File: config.mk
export PLATFORM = sky130hd
export DESIGN_NAME = regbank_seq_ctrl
export DESIGN_NICKNAME = d
export VERILOG_FILES = /design/src/rtl/regbank_seq_ctrl.sv
export SDC_FILE = /design/constraint.sdc
export NUM_CORES = 1
export LEC_CHECK = 0
export ABC_AREA = 1
export BUFFER_PORTS_ARGS = -buffer_cell sky130_fd_sc_hd__buf_4
export CAP_MARGIN = 25
export CORE_AREA = 2 2 167 169
export DETAILED_ROUTE_END_ITERATION = 16
export DIE_AREA = 0 0 169 171
export PLACE_DENSITY_LB_ADDON = 0.12
export SLEW_MARGIN = 20
export SYNTH_ARGS = -nofsm -noshare
export SYNTH_HDL_FRONTEND = slang
export SYNTH_SLANG_ARGS = --single-unit
File: constraint.sdc
create_clock -name clk -period 4 [get_ports clk]
set_clock_uncertainty 0.15 [all_clocks]
set_input_delay 0.2 -clock clk [delete_from_list [all_inputs] [get_ports clk]]
set_output_delay 0.2 -clock clk [all_outputs]
set_load 0.01 [all_outputs]
File: src/rtl/regbank_seq_ctrl.sv
// Sequencing initiator for a 2-read/1-write register bank: accept, read, execute, write back.
// Optional macro REGBANK_SEQ_CTRL_R0_ZERO_EN makes register 0 read as zero and suppresses writes to it.
module regbank_seq_ctrl #(
  parameter int DATA_W = 32,
  parameter int ADDR_W = 5,
  parameter int CNT_W  = 16
) (
  input  logic              clk,
  input  logic              reset,
  input  logic              in_valid,
  output logic              in_ready,
  input  logic [2:0]        in_op,
  input  logic [ADDR_W-1:0] in_sr1,
  input  logic [ADDR_W-1:0] in_sr2,
  input  logic [ADDR_W-1:0] in_dr,
  input  logic [DATA_W-1:0] in_imm,
  output logic [ADDR_W-1:0] sr1,
  output logic [ADDR_W-1:0] sr2,
  input  logic [DATA_W-1:0] rdData1,
  input  logic [DATA_W-1:0] rdData2,
  output logic [ADDR_W-1:0] dr,
  output logic [DATA_W-1:0] wrData,
  output logic              write,
  output logic              done,
  output logic [DATA_W-1:0] result,
  output logic [CNT_W-1:0]  retired
);

  typedef enum logic [1:0] {IDLE, READ, EXEC, WRITE} state_t;

  state_t              r_state;
  logic [2:0]          r_op;
  logic [ADDR_W-1:0]   r_dr;
  logic [DATA_W-1:0]   r_imm;
  logic [DATA_W-1:0]   r_opa;
  logic [DATA_W-1:0]   r_opb;
  logic [DATA_W-1:0]   w_rd1;
  logic [DATA_W-1:0]   w_rd2;
  logic [DATA_W-1:0]   w_alu;
  logic                w_wr_en;

  always_comb begin
    w_rd1   = rdData1;
    w_rd2   = rdData2;
    w_wr_en = 1'b1;
`ifdef REGBANK_SEQ_CTRL_R0_ZERO_EN
    if (sr1 == '0) w_rd1 = '0;
    if (sr2 == '0) w_rd2 = '0;
    if (r_dr == '0) w_wr_en = 1'b0;
`endif
  end

  always_comb begin
    w_alu = '0;
    case (r_op)
      3'd0:    w_alu = r_opa + r_opb;
      3'd1:    w_alu = r_opa - r_opb;
      3'd2:    w_alu = r_opa & r_opb;
      3'd3:    w_alu = r_opa | r_opb;
      3'd4:    w_alu = r_opa ^ r_opb;
      3'd5:    w_alu = {{(DATA_W-1){1'b0}}, ($signed(r_opa) < $signed(r_opb))};
      3'd6:    w_alu = r_opa << r_opb[4:0];
      default: w_alu = r_imm;
    endcase
  end

  // write/done are set on the EXEC edge so they are high exactly during the WRITE cycle
  always_ff @(posedge clk) begin
    if (reset) begin
      r_state  <= IDLE;
      in_ready <= 1'b1;
      write    <= 1'b0;
      done     <= 1'b0;
      sr1      <= '0;
      sr2      <= '0;
      dr       <= '0;
      wrData   <= '0;
      result   <= '0;
      retired  <= '0;
      r_op     <= '0;
      r_dr     <= '0;
      r_imm    <= '0;
      r_opa    <= '0;
      r_opb    <= '0;
    end else begin
      case (r_state)
        IDLE: begin
          if (in_valid && in_ready) begin
            r_op     <= in_op;
            sr1      <= in_sr1;
            sr2      <= in_sr2;
            r_dr     <= in_dr;
            r_imm    <= in_imm;
            in_ready <= 1'b0;
            r_state  <= READ;
          end
        end
        READ: begin
          r_opa   <= w_rd1;
          r_opb   <= w_rd2;
          r_state <= EXEC;
        end
        EXEC: begin
          result  <= w_alu;
          wrData  <= w_alu;
          write   <= w_wr_en;
          dr      <= r_dr;
          done    <= 1'b1;
          r_state <= WRITE;
        end
        WRITE: begin
          write    <= 1'b0;
          done     <= 1'b0;
          retired  <= retired + CNT_W'(1);
          in_ready <= 1'b1;
          r_state  <= IDLE;
        end
        default: r_state <= IDLE;
      endcase
    end
  end

endmodule

==> metrics <==
Seq/Total Area, Yosys=23.2%; vias in the first global route=17,200; CTS tree=yes; Clock Sinks=171; CP max FO=80; Ports=215; Skew-Pair Late Insertion Delay=0.45 ns; min Tclk post-route=3.20 ns; fin crit share=79.9%; DR vias=18,100; CP dominant cell by count=nand2_1; hpwl dp=48.2 mm; Initial Utilization=54.0%; total power=14.5 mW; DR DRC count=0; Psw=8.46 mW; final core utilization=65.5%; vias per cell=5.99; number of max-cap violations=0; die area=28,900 µm²; Crit path max-delay family=compound AO/OA/AOI/OAI gates; share of cells above drive strength 1=11.9%; placer's final routability congestion estimate=1.16; root buf cell=clkbuf_16; CORE AREA=27,300 µm²; Leak=8.78 nW; internal power=6.01 mW; Area Growth Syn to Fin=21.4%; Switching Fraction=58.5%; First DRT Iteration DRCs=2,848; TritonRoute pass-1 iters=7; initial antenna violation count=1; post-synth net total=2,682; CTS Buffer Depth=2; ant diodes=0; Port-buffer cells=214; Post-Synth Adder-Cell Area=10.2%; Post-synth EDFFs=0; final setup fails=0; Crit path buffers/inverters=1; detail-routed net length per standard cell=21.9 µm; Yosys top cell area share=23.2%; VDD IR max=0.528 mV; global route overflow=0; Row Count=61; Synth area leader=dfxtp_1; total routed wirelength=66.2 mm; Post-Synth Simple-Gate Area=31.2%; mux cell area share after synthesis=0%; final hold vios=0; postcts setup bufs=0; Least-Margin Pin Slew=0.974 ns; GRT Total Usage=44.4%; Critical Path Start Type=flip-flop; nets@finish=2,899; Syn. warnings=0; critical path type=reg2reg; CTS clk-pin slew, worst paths=0.08 ns; Req. time, crit path=4.23 ns; Synth Area in Compound Gates=20.1%; Final Cell Area=17,900 µm²; largest family of logic cells by synthesized area=simple AND/OR/NAND/NOR gates; flops & latches, synth=171; fmax=313 MHz; xor/xnor share of the synthesized area=0.238%; asr flop ratio synth=0%; Gate power share=69.2%; Fillers=2,504; critical-path cell list=buf_4, o21ai_0, nor2_1, nand2_1, a21oi_1, nand2_1, nand2_1, nor2_1, nand3_1, nand2_1, a21oi_1; Synth area leaders=dfxtp_1, nand2_1, ha_1, inv_1, a21oi_1; Die Wd=169 µm; post-route setup slack=0.805 ns; final setup TNS=0 ns; Post-synth top flop=dfxtp_1; Post-DP Area=16,200 µm²; H-Tree Depth=4; Crit-path slowest cell=buf_4; Antenna Nets Post-Route=0; Cells after Synth=2,446; slew margin rel.=35.1%; cell area after synthesis=14,700 µm²; outcome=complete, no violations; Num CTS Buffers=17; worst min path class=in2reg; largest net degree at the start of global routing=102; DP Worst Slack=1.03 ns; Power Dens Cells=809 nW/µm²; CP arrival=3.43 ns; Die Height=171 µm; Final Max Tran Viols=0; max incr delay on CP=0.63 ns; first-pass GRT wire length=97.5 mm; Crit. End Element=flip-flop; Syn Area/Cell=6.03 µm²; RSZ-0062 raised after global routing=no; library cells used by synthesis=48; Clock power frac=12.3%; sequential share of power=18.6%
-- power by group through the flow --
stage | sequential, mW | clock [mW] | combinational [mW]
2_1_floorplan | 2.61 | 0 | 6.26
3_3_place_gp | 2.65 | 0 | 9.28
3_5_place_dp | 2.68 | 0 | 9.34
4_1_cts | 2.65 | 1.76 | 9.48
5_1_grt | 2.73 | 1.82 | 10.7
6_report | 2.69 | 1.77 | 10.0
-- synth_stat cells, drive strengths merged (6+ instances only) --
cell type / number
buf: 82
o211ai: 42
a21oi: 271
dfxtp: 171
o221ai: 11
o21ai: 186
nor3: 17
ha: 117
nand3: 234
nor2: 164
o21bai: 6
inv: 372
nand2: 639
nor4: 6
nand4: 20
clkbuf: 70
-- worst min-delay path, delay by kind of cell --
kind	cells	cell delay [ns]
buffers and inverters	1	0.08
AO/OA/AOI/OAI	2	0.31
-- path summary, 6_finish.rpt --
| path | startpoint | slack (ns) | cells after the start | end |
|---|---|---|---|---|
| worst min register to register | r_imm[1]$_SDFFE_PP0P_ | 0.31 | 2 | r_imm[1]$_SDFFE_PP0P_ |
| worst max register to register | r_opb[0]$_SDFFE_PP0N_ | 0.80 | 11 | result[21]$_SDFFE_PP0P_ |
| worst min-delay path | rdData2[22] | 0.04 | 3 | r_opb[22]$_SDFFE_PP0N_ |
| worst max-delay path | r_opb[0]$_SDFFE_PP0N_ | 0.80 | 11 | result[21]$_SDFFE_PP0P_ |
-- cell usage in the layout (no fill, tap or decap), types with 4 or more instances in the layout --
cell type      instances
inv_2                 13
o21bai_1               6
nand3_2                4
nor2_1               158
o21ai_1               10
dfxtp_1              170
o211ai_1              32
o21ai_0              176
buf_4                237
nor3_1                16
ha_1                 117
a21oi_1              267
o22ai_1                5
nand4_1               20
o211ai_2              10
dlygate4sd3_1        112
nor4_1                 6
and2_1                 5
a21oi_2                4
clkbuf_16             17
inv_6                  4
inv_1                357
o221ai_1              11
nand3_1              227
nand2_1              637
-- metal layers --
| layer | part of all wire, % | wire [µm] | global-route usage [%] | up-vias |
|---|---|---|---|---|
| li1 | - | - | - | 8295 |
| met4 | 7.2 | 4750 | 29.2 | 2 |
| met1 | 36 | 24100 | 53.2 | 8219 |
| met5 | 0.033 | 22 | 0 | - |
| met2 | 44 | 29100 | 69.7 | 1313 |
| met3 | 12 | 8270 | 12.6 | 268 |
-- cells by family (layout without fill, tap and decap cells) --
family | after synthesis | in the layout
buffers and inverters | 525 | 753
AO/OA/AOI/OAI | 535 | 535
AND/OR/NAND/NOR | 1092 | 1092
XOR/XNOR | 4 | 4
adder cells (fa/ha/maj) | 119 | 119
flip-flops | 171 | 171
-- area by class of cell --
type / count / area, µm² / share of cell area (%)
flip-flops and latches: 171 / 3420 / 19.1
inverters: 373 / 1400 / 7.85
clock buffers: 17 / 425 / 2.38
repair buffers: 350 / 2920 / 16.3
well taps: 346 / 433 / 2.42
multi-input cells: 1750 / 9130 / 51.0
clock inverters: 13 / 161 / 0.902
-- stage by stage --
step           cells  hold WS, ns
2_1_floorplan   2446        0.243
3_3_place_gp    2877        0.284
3_5_place_dp    2877        0.292
4_1_cts         3019       0.0207
5_1_grt         3020       0.0665
6_report        3020       0.0413
-- sequential cells by signal, indices dropped and copies added, names as in the netlist --
signal	cells
r_state	2
r_dr	5
sr1	5
in_ready	1
result	32
r_imm	32
done	1
r_opa	32
r_opb	32
sr2	5
retired	16
r_op	3
dr	5
-- what timing repair did --
item,4_1_cts,5_1_grt
setup endpoints to repair,0,0
hold buffers,112,0
hold endpoints to repair,112,0
gates resized for setup,0,0
Note: power is estimated with default switching activity, not from simulation.
